--- config.mk ---
export PLATFORM = sky130hd
export DESIGN_NAME = fpu_arbiter
export DESIGN_NICKNAME = d
export VERILOG_FILES = /design/src/rtl/fpu_arb_pkg.sv /design/src/rtl/fpu_arb_pick.sv /design/src/rtl/fpu_arbiter.sv
export SDC_FILE = /design/constraint.sdc
export NUM_CORES = 1
export LEC_CHECK = 0
export CAP_MARGIN = 5
export CORE_ASPECT_RATIO = 1.4
export CORE_MARGIN = 4
export CORE_UTILIZATION = 38
export DETAILED_ROUTE_END_ITERATION = 8
export PLACE_DENSITY = 0.81
export REMOVE_ABC_BUFFERS = 1
export SLEW_MARGIN = 20
export SYNTH_ARGS = -nofsm -noshare
export SYNTH_HDL_FRONTEND = slang
export SYNTH_SLANG_ARGS = --single-unit
export TNS_END_PERCENT = 100
--- constraint.sdc ---
create_clock -name clock -period 2.54 [get_ports clock]
set_clock_uncertainty 0.2 [all_clocks]
set_input_delay 0.508 -clock clock [delete_from_list [all_inputs] [get_ports clock]]
set_output_delay 0.508 -clock clock [all_outputs]
set_load 0.02 [all_outputs]
--- src/rtl/fpu_arb_pkg.sv ---
// Shared definitions for the two-requester FPU arbiter: FSM encoding, FPU word
// layout and FPU status codes.
package fpu_arb_pkg;

    localparam logic [1:0] S_IDLE  = 2'd0;
    localparam logic [1:0] S_ISSUE = 2'd1;
    localparam logic [1:0] S_WAIT  = 2'd2;
    localparam logic [1:0] S_RESP  = 2'd3;

    typedef enum logic [1:0] {
        ST_IDLE  = S_IDLE,
        ST_ISSUE = S_ISSUE,
        ST_WAIT  = S_WAIT,
        ST_RESP  = S_RESP
    } fpu_arb_state_e;

    // FPU word layout: 1 sign, 6 exponent (bias 31), 25 mantissa
    localparam int FPU_SIGN_BIT = 31;
    localparam int FPU_EXP_MSB  = 30;
    localparam int FPU_EXP_LSB  = 25;
    localparam int FPU_MAN_MSB  = 24;
    localparam int FPU_MAN_LSB  = 0;
    localparam int FPU_BIAS     = 31;

    localparam logic [3:0] FPU_ST_EXACT     = 4'b0001;
    localparam logic [3:0] FPU_ST_INEXACT   = 4'b1111;
    localparam logic [3:0] FPU_ST_OVERFLOW  = 4'b0011;
    localparam logic [3:0] FPU_ST_UNDERFLOW = 4'b0111;

    function automatic logic [1:0] grant_onehot(input logic idx);
        return idx ? 2'b10 : 2'b01;
    endfunction

endpackage

--- src/rtl/fpu_arb_pick.sv ---
// Combinational 2-way grant: a lone requester always wins; on contention the
// pointer names the winner.
module fpu_arb_pick (
    input  logic [1:0] valid,
    input  logic       ptr,
    output logic       idx,
    output logic       any
);

    assign any = |valid;
    assign idx = (&valid) ? ptr : valid[1];

endmodule

--- src/rtl/fpu_arbiter.sv ---
// Arbitrates two requesters onto one external FPU with a fixed settle wait.
// Define FPU_ARB_RR_EN for round-robin grants; default is requester-0 priority.
module fpu_arbiter
    import fpu_arb_pkg::*;
#(
    parameter int WAIT_CYCLES = 40
) (
    input  logic        clock,
    input  logic        reset,
    input  logic [1:0]  req_valid,
    output logic [1:0]  req_ready,
    input  logic [31:0] req_a0,
    input  logic [31:0] req_b0,
    input  logic [31:0] req_a1,
    input  logic [31:0] req_b1,
    output logic        rsp_valid,
    input  logic        rsp_ready,
    output logic        rsp_id,
    output logic [31:0] rsp_data,
    output logic [3:0]  rsp_status,
    output logic [31:0] fpu_op_a,
    output logic [31:0] fpu_op_b,
    output logic        fpu_reset,
    input  logic [31:0] fpu_data,
    input  logic [3:0]  fpu_status,
    output logic        busy
);

    localparam logic [7:0] WAIT_LOAD = 8'(WAIT_CYCLES - 1);

    logic [1:0] state;
    logic [7:0] count;
    logic       id_q;
    logic       rsp_valid_q;
    logic       ptr;
    logic       gnt_idx;
    logic       gnt_any;
    logic       accept;

`ifdef FPU_ARB_RR_EN
    logic rr_ptr;

    // The winner hands preference to the other requester
    always_ff @(posedge clock) begin
        if (reset)
            rr_ptr <= 1'b0;
        else if (accept)
            rr_ptr <= ~gnt_idx;
    end

    assign ptr = rr_ptr;
`else
    assign ptr = 1'b0;
`endif

    fpu_arb_pick u_pick (
        .valid (req_valid),
        .ptr   (ptr),
        .idx   (gnt_idx),
        .any   (gnt_any)
    );

    assign accept    = (state == S_IDLE) && gnt_any && !reset;
    assign req_ready = accept ? (grant_onehot(gnt_idx) & req_valid) : 2'b00;
    assign busy      = (state != S_IDLE) && !reset;
    assign fpu_reset = !reset && (state != S_ISSUE);
    // Reset kills a pending response in the same cycle it is raised
    assign rsp_valid = rsp_valid_q && !reset;

    always_ff @(posedge clock) begin
        if (reset) begin
            state       <= S_IDLE;
            count       <= 8'd0;
            id_q        <= 1'b0;
            rsp_valid_q <= 1'b0;
            rsp_id      <= 1'b0;
            rsp_data    <= 32'd0;
            rsp_status  <= 4'd0;
            fpu_op_a    <= 32'd0;
            fpu_op_b    <= 32'd0;
        end else begin
            case (state)
                S_IDLE: begin
                    if (accept) begin
                        state    <= S_ISSUE;
                        id_q     <= gnt_idx;
                        fpu_op_a <= gnt_idx ? req_a1 : req_a0;
                        fpu_op_b <= gnt_idx ? req_b1 : req_b0;
                    end
                end
                S_ISSUE: begin
                    state <= S_WAIT;
                    count <= WAIT_LOAD;
                end
                S_WAIT: begin
                    if (count == 8'd0) begin
                        state      <= S_RESP;
                        rsp_id     <= id_q;
                        rsp_data   <= fpu_data;
                        rsp_status <= fpu_status;
                    end else begin
                        count <= count - 8'd1;
                    end
                end
                S_RESP: begin
                    // Captured data settles one cycle before rsp_valid rises
                    if (!rsp_valid_q) begin
                        rsp_valid_q <= 1'b1;
                    end else if (rsp_ready) begin
                        rsp_valid_q <= 1'b0;
                        state       <= S_IDLE;
                    end
                end
                default: state <= S_IDLE;
            endcase
        end
    end

endmodule

==> flow_summary.yaml, run 1 <==
worst_hold_path:
  hold_path.class: "reg2reg"
timing:
  period_share_pct: 96.9
  worstMarginPinSlew_ns: 0.577
  hold_viol: 0
  final_max_slew_viol_count: 0
  setup_tns_ns: 0
  max_slew_margin_pct: 61.5
  setup_viol: 0
  rsz0062_at_grt: "false"
  min_period_ns: 2.46
  fmax_mhz: 406
cells_and_area:
  final_net_count: 971
  fill_cells: 939
  antenna_cells: 0
  drive_gt1_share_pct: 12.7
  stdcell_area_um2: 8240
  area_growth_pct: 74.2
grt:
  grt_overflow: 0
  track_usage_pct: 20.8
  grt_max_degree: 66
  antenna_found_initial: 0
  grt_pass1_wl_um: 23300
  grt_pass1_vias: 5005
cts:
  clk_pin_slew_ns: 0.06
  cts_sinks: 113
  cts_root_buf: "clkbuf_16"
  hold_buffers: 0
  cts_made_buffers: 17
  clock_path_buffers: 2
  cts_max_level: 4
  cts_setup_buffers: 0
  cts_tree: "built"
  insertion_delay_ns: 0.40
setup_path:
  worstPathCellList: "clkdlybuf4s50_1 > o21ai_1 > or2_4 > buf_4 > nor2b_4 > buf_6"
  path_max_fanout: 2
  critPathKind: "in2out"
  critical_path.endpoint_type: "output port"
  cp.required_ns: 1.83
  slowest_delay_ns: 0.48
  start_kind: "input pin"
  cp.buffers_inverters: 3
  arrival_ns: 1.75
  crit_family: "buffers and inverters"
  slowest_stage: "clkdlybuf4s50_1"
status:
  status: "completed"
synthesis:
  syn_area_per_cell_um2: 9.03
  ys.flop_type: "dfxtp_1"
  synth-edff-count: 0
  synth_area_um2: 4730
  async_flop_share_pct: 0
  yosysSeqAreaShare_pct: 47.8
  synth_cell_types: 43
  syn_inst: 524
  ys_seq_elements: 113
  yosysWarningCount: 0
route:
  routed_via_density: 4.95
  drc: 0
  vias: 4745
  postRouteAntennaNets: 0
  wl_per_cell_um: 16.1
  drtIter0Drc: 106
  routed_wl_um: 15500
  dr.pass1.iters: 6
power:
  switching_power_w: 0.00259
  ir_worst_vdd_mv: 0.462
  sw_frac_of_total_pct: 34.6
  clkPwrFrac_pct: 30.0
  p_leak_nw: 3.01
  comb_power_share_pct: 37.5
  power.internal_w: 0.00490
  p_per_area_nw_per_um2: 909
  seqPwrFrac_pct: 32.5
placed_design:
  port-buffer-count: 274
  place_hpwl_um: 11800
  dpl_cell_area_um2: 7650
  gp_congestion: 0.816
floorplanning:
  initial_core_util_pct: 38.6
  dieArea_um2: 14300
  io_pins: 275
  die_w_um: 102
  coreArea_um2: 12300
  row_count: 48
  die_h_um: 140
flow_run:
  max_cap_violations: 0
## worst register-to-register path, stage by stage, from the launching register on
cell      delay [ns]
dfxtp_2         0.34
inv_2           0.08
ha_4            0.14
o21ai_1         0.09
or2_4           0.25
buf_4           0.15
buf_4           0.28
a211oi_2        0.43
mux2i_1         0.22
## registers in the layout (all words and copies together), names as in the netlist, 2 cells and up
name,flops
fpu_op_b,32
rsp_status,4
rsp_data,32
count,8
fpu_op_a,32
state,2
## layout by cell type, fill, tap and decap left out, types with 2 or more instances in the layout
cell / synthesis / layout
nand2_2: 20 / 20
nor2b_4: 0 / 3
nand2b_1: 5 / 5
or4_1: 2 / 2
nor3_1: 3 / 3
mux2i_1: 65 / 65
buf_4: 0 / 11
nand3_1: 3 / 3
clkinv_2: 0 / 3
o21ai_0: 67 / 67
clkbuf_16: 0 / 17
clkinvlp_4: 0 / 3
buf_12: 0 / 4
clkdlybuf4s50_1: 0 / 269
a21oi_2: 20 / 20
inv_1: 6 / 4
inv_6: 0 / 5
dfxtp_1: 113 / 112
a21oi_1: 20 / 20
ha_1: 6 / 5
clkinv_4: 0 / 2
a31oi_1: 3 / 3
nor2_1: 7 / 7
inv_2: 0 / 2
nand2_1: 122 / 122
## per-layer routing
metal / share of wire (%) / routed length, µm / GRT usage, % / vias to the layer above
li1: - / - / - / 2329
met3: 9.8 / 1520 / 8.37 / 26
met1: 35 / 5430 / 19.4 / 2165
met2: 53 / 8130 / 39.3 / 225
met5: 0 / 0 / 0 / -
met4: 2.4 / 377 / 7.88 / 0
## repair_timing
action                     CTS  global route
gates cloned                 0             0
resized for setup            8             6
setup endpoints to repair    3             3
pin swaps                    1             0
## synthesized netlist by cell type, types with 2 or more instances
master      n  area share (%)
buf_6       2            0.48
or4_1       2            0.32
inv_1       6            0.48
nand2b_1    5            0.66
mux2i_1    65              14
nor2_1      7            0.56
clkbuf_1   21             1.7
nand3_1     3            0.32
nor2b_1     4            0.53
buf_2      10             1.1
buf_8       2            0.63
a21oi_1    20             2.1
nand2_2    20             2.6
ha_1        6             1.6
dfxtp_1   113              48
a21oi_2    20             3.7
nor3_1      3            0.32
nand2_1   122             9.7
o21ai_0    67             7.1
a31oi_1     3            0.40
## cell families after synthesis
| kind of cell | after synthesis | share of synthesized area (%) |
|---|---|---|
| adder cells (fa/ha/maj) | 6 | 1.59 |
| flip-flops | 113 | 47.8 |
| buffers and inverters | 42 | 4.39 |
| AND/OR/NAND/NOR | 174 | 16.6 |
| multiplexers | 66 | 14.0 |
| AO/OA/AOI/OAI | 123 | 15.6 |
## power groups by stage
stage	sequential (W)	combinational [W]	clock, W
after floorplan	0.00286	0.000931	0
after global placement	0.00244	0.00273	0
after detailed placement	0.00246	0.00279	0
after CTS	0.00244	0.00284	0.00229
after global routing	0.00249	0.00302	0.00237
final	0.00244	0.00281	0.00224
## layout make-up
class                           instances  area [µm²]  area share, %
Tap cell                              150         188           2.28
Timing Repair Buffer                  289        2900           35.2
Sequential cell                       113        2260           27.5
Clock inverter                         14         129           1.56
Multi-Input combinational cell        369        2300           27.9
Inverter                                6        22.5          0.273
Clock buffer                           18         439           5.33
## stage by stage
step                      hold slack, ns  util [%]  worst slack [ns]  total power, W  instances
after floorplan                    0.237         -             -3.35         0.00379        488
after global placement             0.235      62.4            -0.224         0.00517        927
after detailed placement           0.241      62.4            -0.251         0.00525        927
after CTS                          0.254      67.2           0.00532         0.00756        959
after global routing               0.271      67.2            0.0485         0.00788        959
final                              0.251      67.2            0.0792         0.00749        959
## path summary, 6_finish.rpt
check / cells past startpoint / slack [ns] / from / end
worst max-delay path: 6 / 0.08 / req_valid[1] / req_ready[1]
worst min-delay path: 2 / 0.25 / fpu_op_b[27] / fpu_op_b[27]
worst max register to register: 8 / 0.30 / state[0] / state[1]
worst min register to register: 2 / 0.25 / fpu_op_b[27] / fpu_op_b[27]
Note: power is estimated with default switching activity, not from simulation.
==> run 2: changes to the inputs <==
Settings changed: SETUP_SLACK_MARGIN set to 0.05, SKIP_CTS_REPAIR_TIMING set to 1.
==> flow_summary.yaml, run 2 (synthesized netlist as in run 1, its figures left out) <==
timing:
  max_slew_margin_pct: 61.7
  min_period_ns: 2.43
  period_share_pct: 95.8
  rsz0062_at_grt: "false"
  fmax_mhz: 411
  worstMarginPinSlew_ns: 0.574
  hold_viol: 0
  setup_viol: 0
  final_max_slew_viol_count: 0
  setup_tns_ns: 0
cells_and_area:
  ff_latch_area_um2: 2260
  final_util_pct: 67.4
  multi_input_area_um2: 2300
  fill_cells: 934
  drive_gt1_share_pct: 12.7
  antenna_cells: 0
  final_net_count: 971
  area_growth_pct: 74.6
  layout_commonest_cell: "clkdlybuf4s50_1"
  layout_common_cells: "clkdlybuf4s50_1, nand2_1, dfxtp_1"
  top_regs: "fpu_op_a (32), fpu_op_b (32), rsp_data (32)"
cts:
  cts_made_buffers: 17
  clk_pin_slew_ns: 0.06
  clock_path_buffers: 2
  cts_max_level: 4
  insertion_delay_ns: 0.40
  cts_root_buf: "clkbuf_16"
  cts_tree: "built"
  cts_sinks: 113
grt:
  track_usage_pct: 20.8
  grt_pass1_vias: 4993
  grt_max_degree: 66
  antenna_found_initial: 0
  grt_pass1_wl_um: 23300
  grt_overflow: 0
floorplanning:
  initial_core_util_pct: 38.6
  die_w_um: 102
  dieArea_um2: 14300
  io_pins: 275
  row_count: 48
  die_h_um: 140
  coreArea_um2: 12300
power:
  finalPower_w: 0.00750
  seqPwrFrac_pct: 32.5
  sw_frac_of_total_pct: 34.6
  power.internal_w: 0.00491
  p_leak_nw: 3.04
  clkPwrFrac_pct: 29.9
  comb_power_share_pct: 37.6
  switching_power_w: 0.00259
  p_per_area_nw_per_um2: 909
  ir_worst_vdd_mv: 0.463
placed_design:
  gp_congestion: 0.816
  place_hpwl_um: 11800
  port-buffer-count: 274
status:
  status: "completed"
route:
  routed_via_density: 4.93
  routed_wl_um: 15400
  dr.pass1.iters: 4
  drtIter0Drc: 117
  postRouteAntennaNets: 0
  drc: 0
  vias: 4730
  wl_per_cell_um: 16.1
setup_path:
  slowest_delay_ns: 0.50
  crit_family: "buffers and inverters"
  path_max_fanout: 2
  critical_path.endpoint_type: "output port"
  critPathKind: "in2out"
  arrival_ns: 1.72
  cp.required_ns: 1.83
  slowest_stage: "clkdlybuf4s50_1"
  worstPathCellList: "clkdlybuf4s50_1 > o21ai_2 > or2_4 > buf_4 > nor2b_4 > buf_6"
  cp.buffers_inverters: 3
  start_kind: "input pin"
worst_hold_path:
  hold_path.class: "reg2reg"
flow_run:
  max_cap_violations: 0
[run 2: changes by cell type in the layout (fill, tap and decap cells not counted)]
cell | previous run | this run
o21ai_2 | 0 | 1
clkbuf_2 | 1 | 0
dlymetal6s2s_1 | 1 | 4
clkdlybuf4s50_1 | 269 | 268
dlygate4sd2_1 | 1 | 0
o21ai_1 | 1 | 0
[run 2: final cells by class]
| cell class | count | share of cell area [%] |
|---|---|---|
| inverter | 6 | 0.273 |
| multi-input combinational | 369 | 27.9 |
| tap | 150 | 2.27 |
| sequential | 113 | 27.4 |
| timing repair buffer | 289 | 35.3 |
| clock buffer | 18 | 5.32 |
| clock inverter | 14 | 1.56 |
[run 2: power by group through the flow]
| stage | Combinational [W] | Sequential [W] | Clock, W |
|---|---|---|---|
| floorplan | 0.000931 | 0.00286 | 0 |
| global placement | 0.00273 | 0.00244 | 0 |
| detailed placement | 0.00279 | 0.00246 | 0 |
| CTS | 0.00282 | 0.00243 | 0.00229 |
| global route | 0.00303 | 0.00249 | 0.00237 |
| finish | 0.00282 | 0.00244 | 0.00224 |
[run 2: layer usage]
metal  routed length (µm)  track usage (%)  vias up
met1                 5420             19.4     2161
met3                 1500             8.32       22
li1                     -                -     2324
met5                    0                0        -
met2                 8180             39.6      223
met4                  335             7.33        0
[run 2: stage by stage]
step | hold WS, ns | instance area, µm² | setup slack (ns) | instances
global route | 0.271 | 8260 | 0.0657 | 959
detailed placement | 0.241 | 7650 | -0.251 | 927
floorplan | 0.237 | 4540 | -3.35 | 488
finish | 0.251 | 8260 | 0.107 | 959
CTS | 0.254 | 8210 | -0.356 | 959
global placement | 0.235 | 7650 | -0.224 | 927
[run 2: final timing paths]
check	startpoint	end	slack [ns]	cells past startpoint
max	req_valid[0]	req_ready[1]	0.11	6
min	fpu_op_b[27]	fpu_op_b[27]	0.25	2
max reg2reg	state[0]	state[1]	0.35	8
min reg2reg	fpu_op_b[27]	fpu_op_b[27]	0.25	2
[run 2: worst register-to-register path: stages (launching register included)]
cell	delay, ns
dfxtp_2	0.34
inv_2	0.08
ha_4	0.14
o21ai_2	0.07
or2_4	0.23
buf_4	0.15
buf_4	0.28
a211oi_2	0.42
mux2i_1	0.22
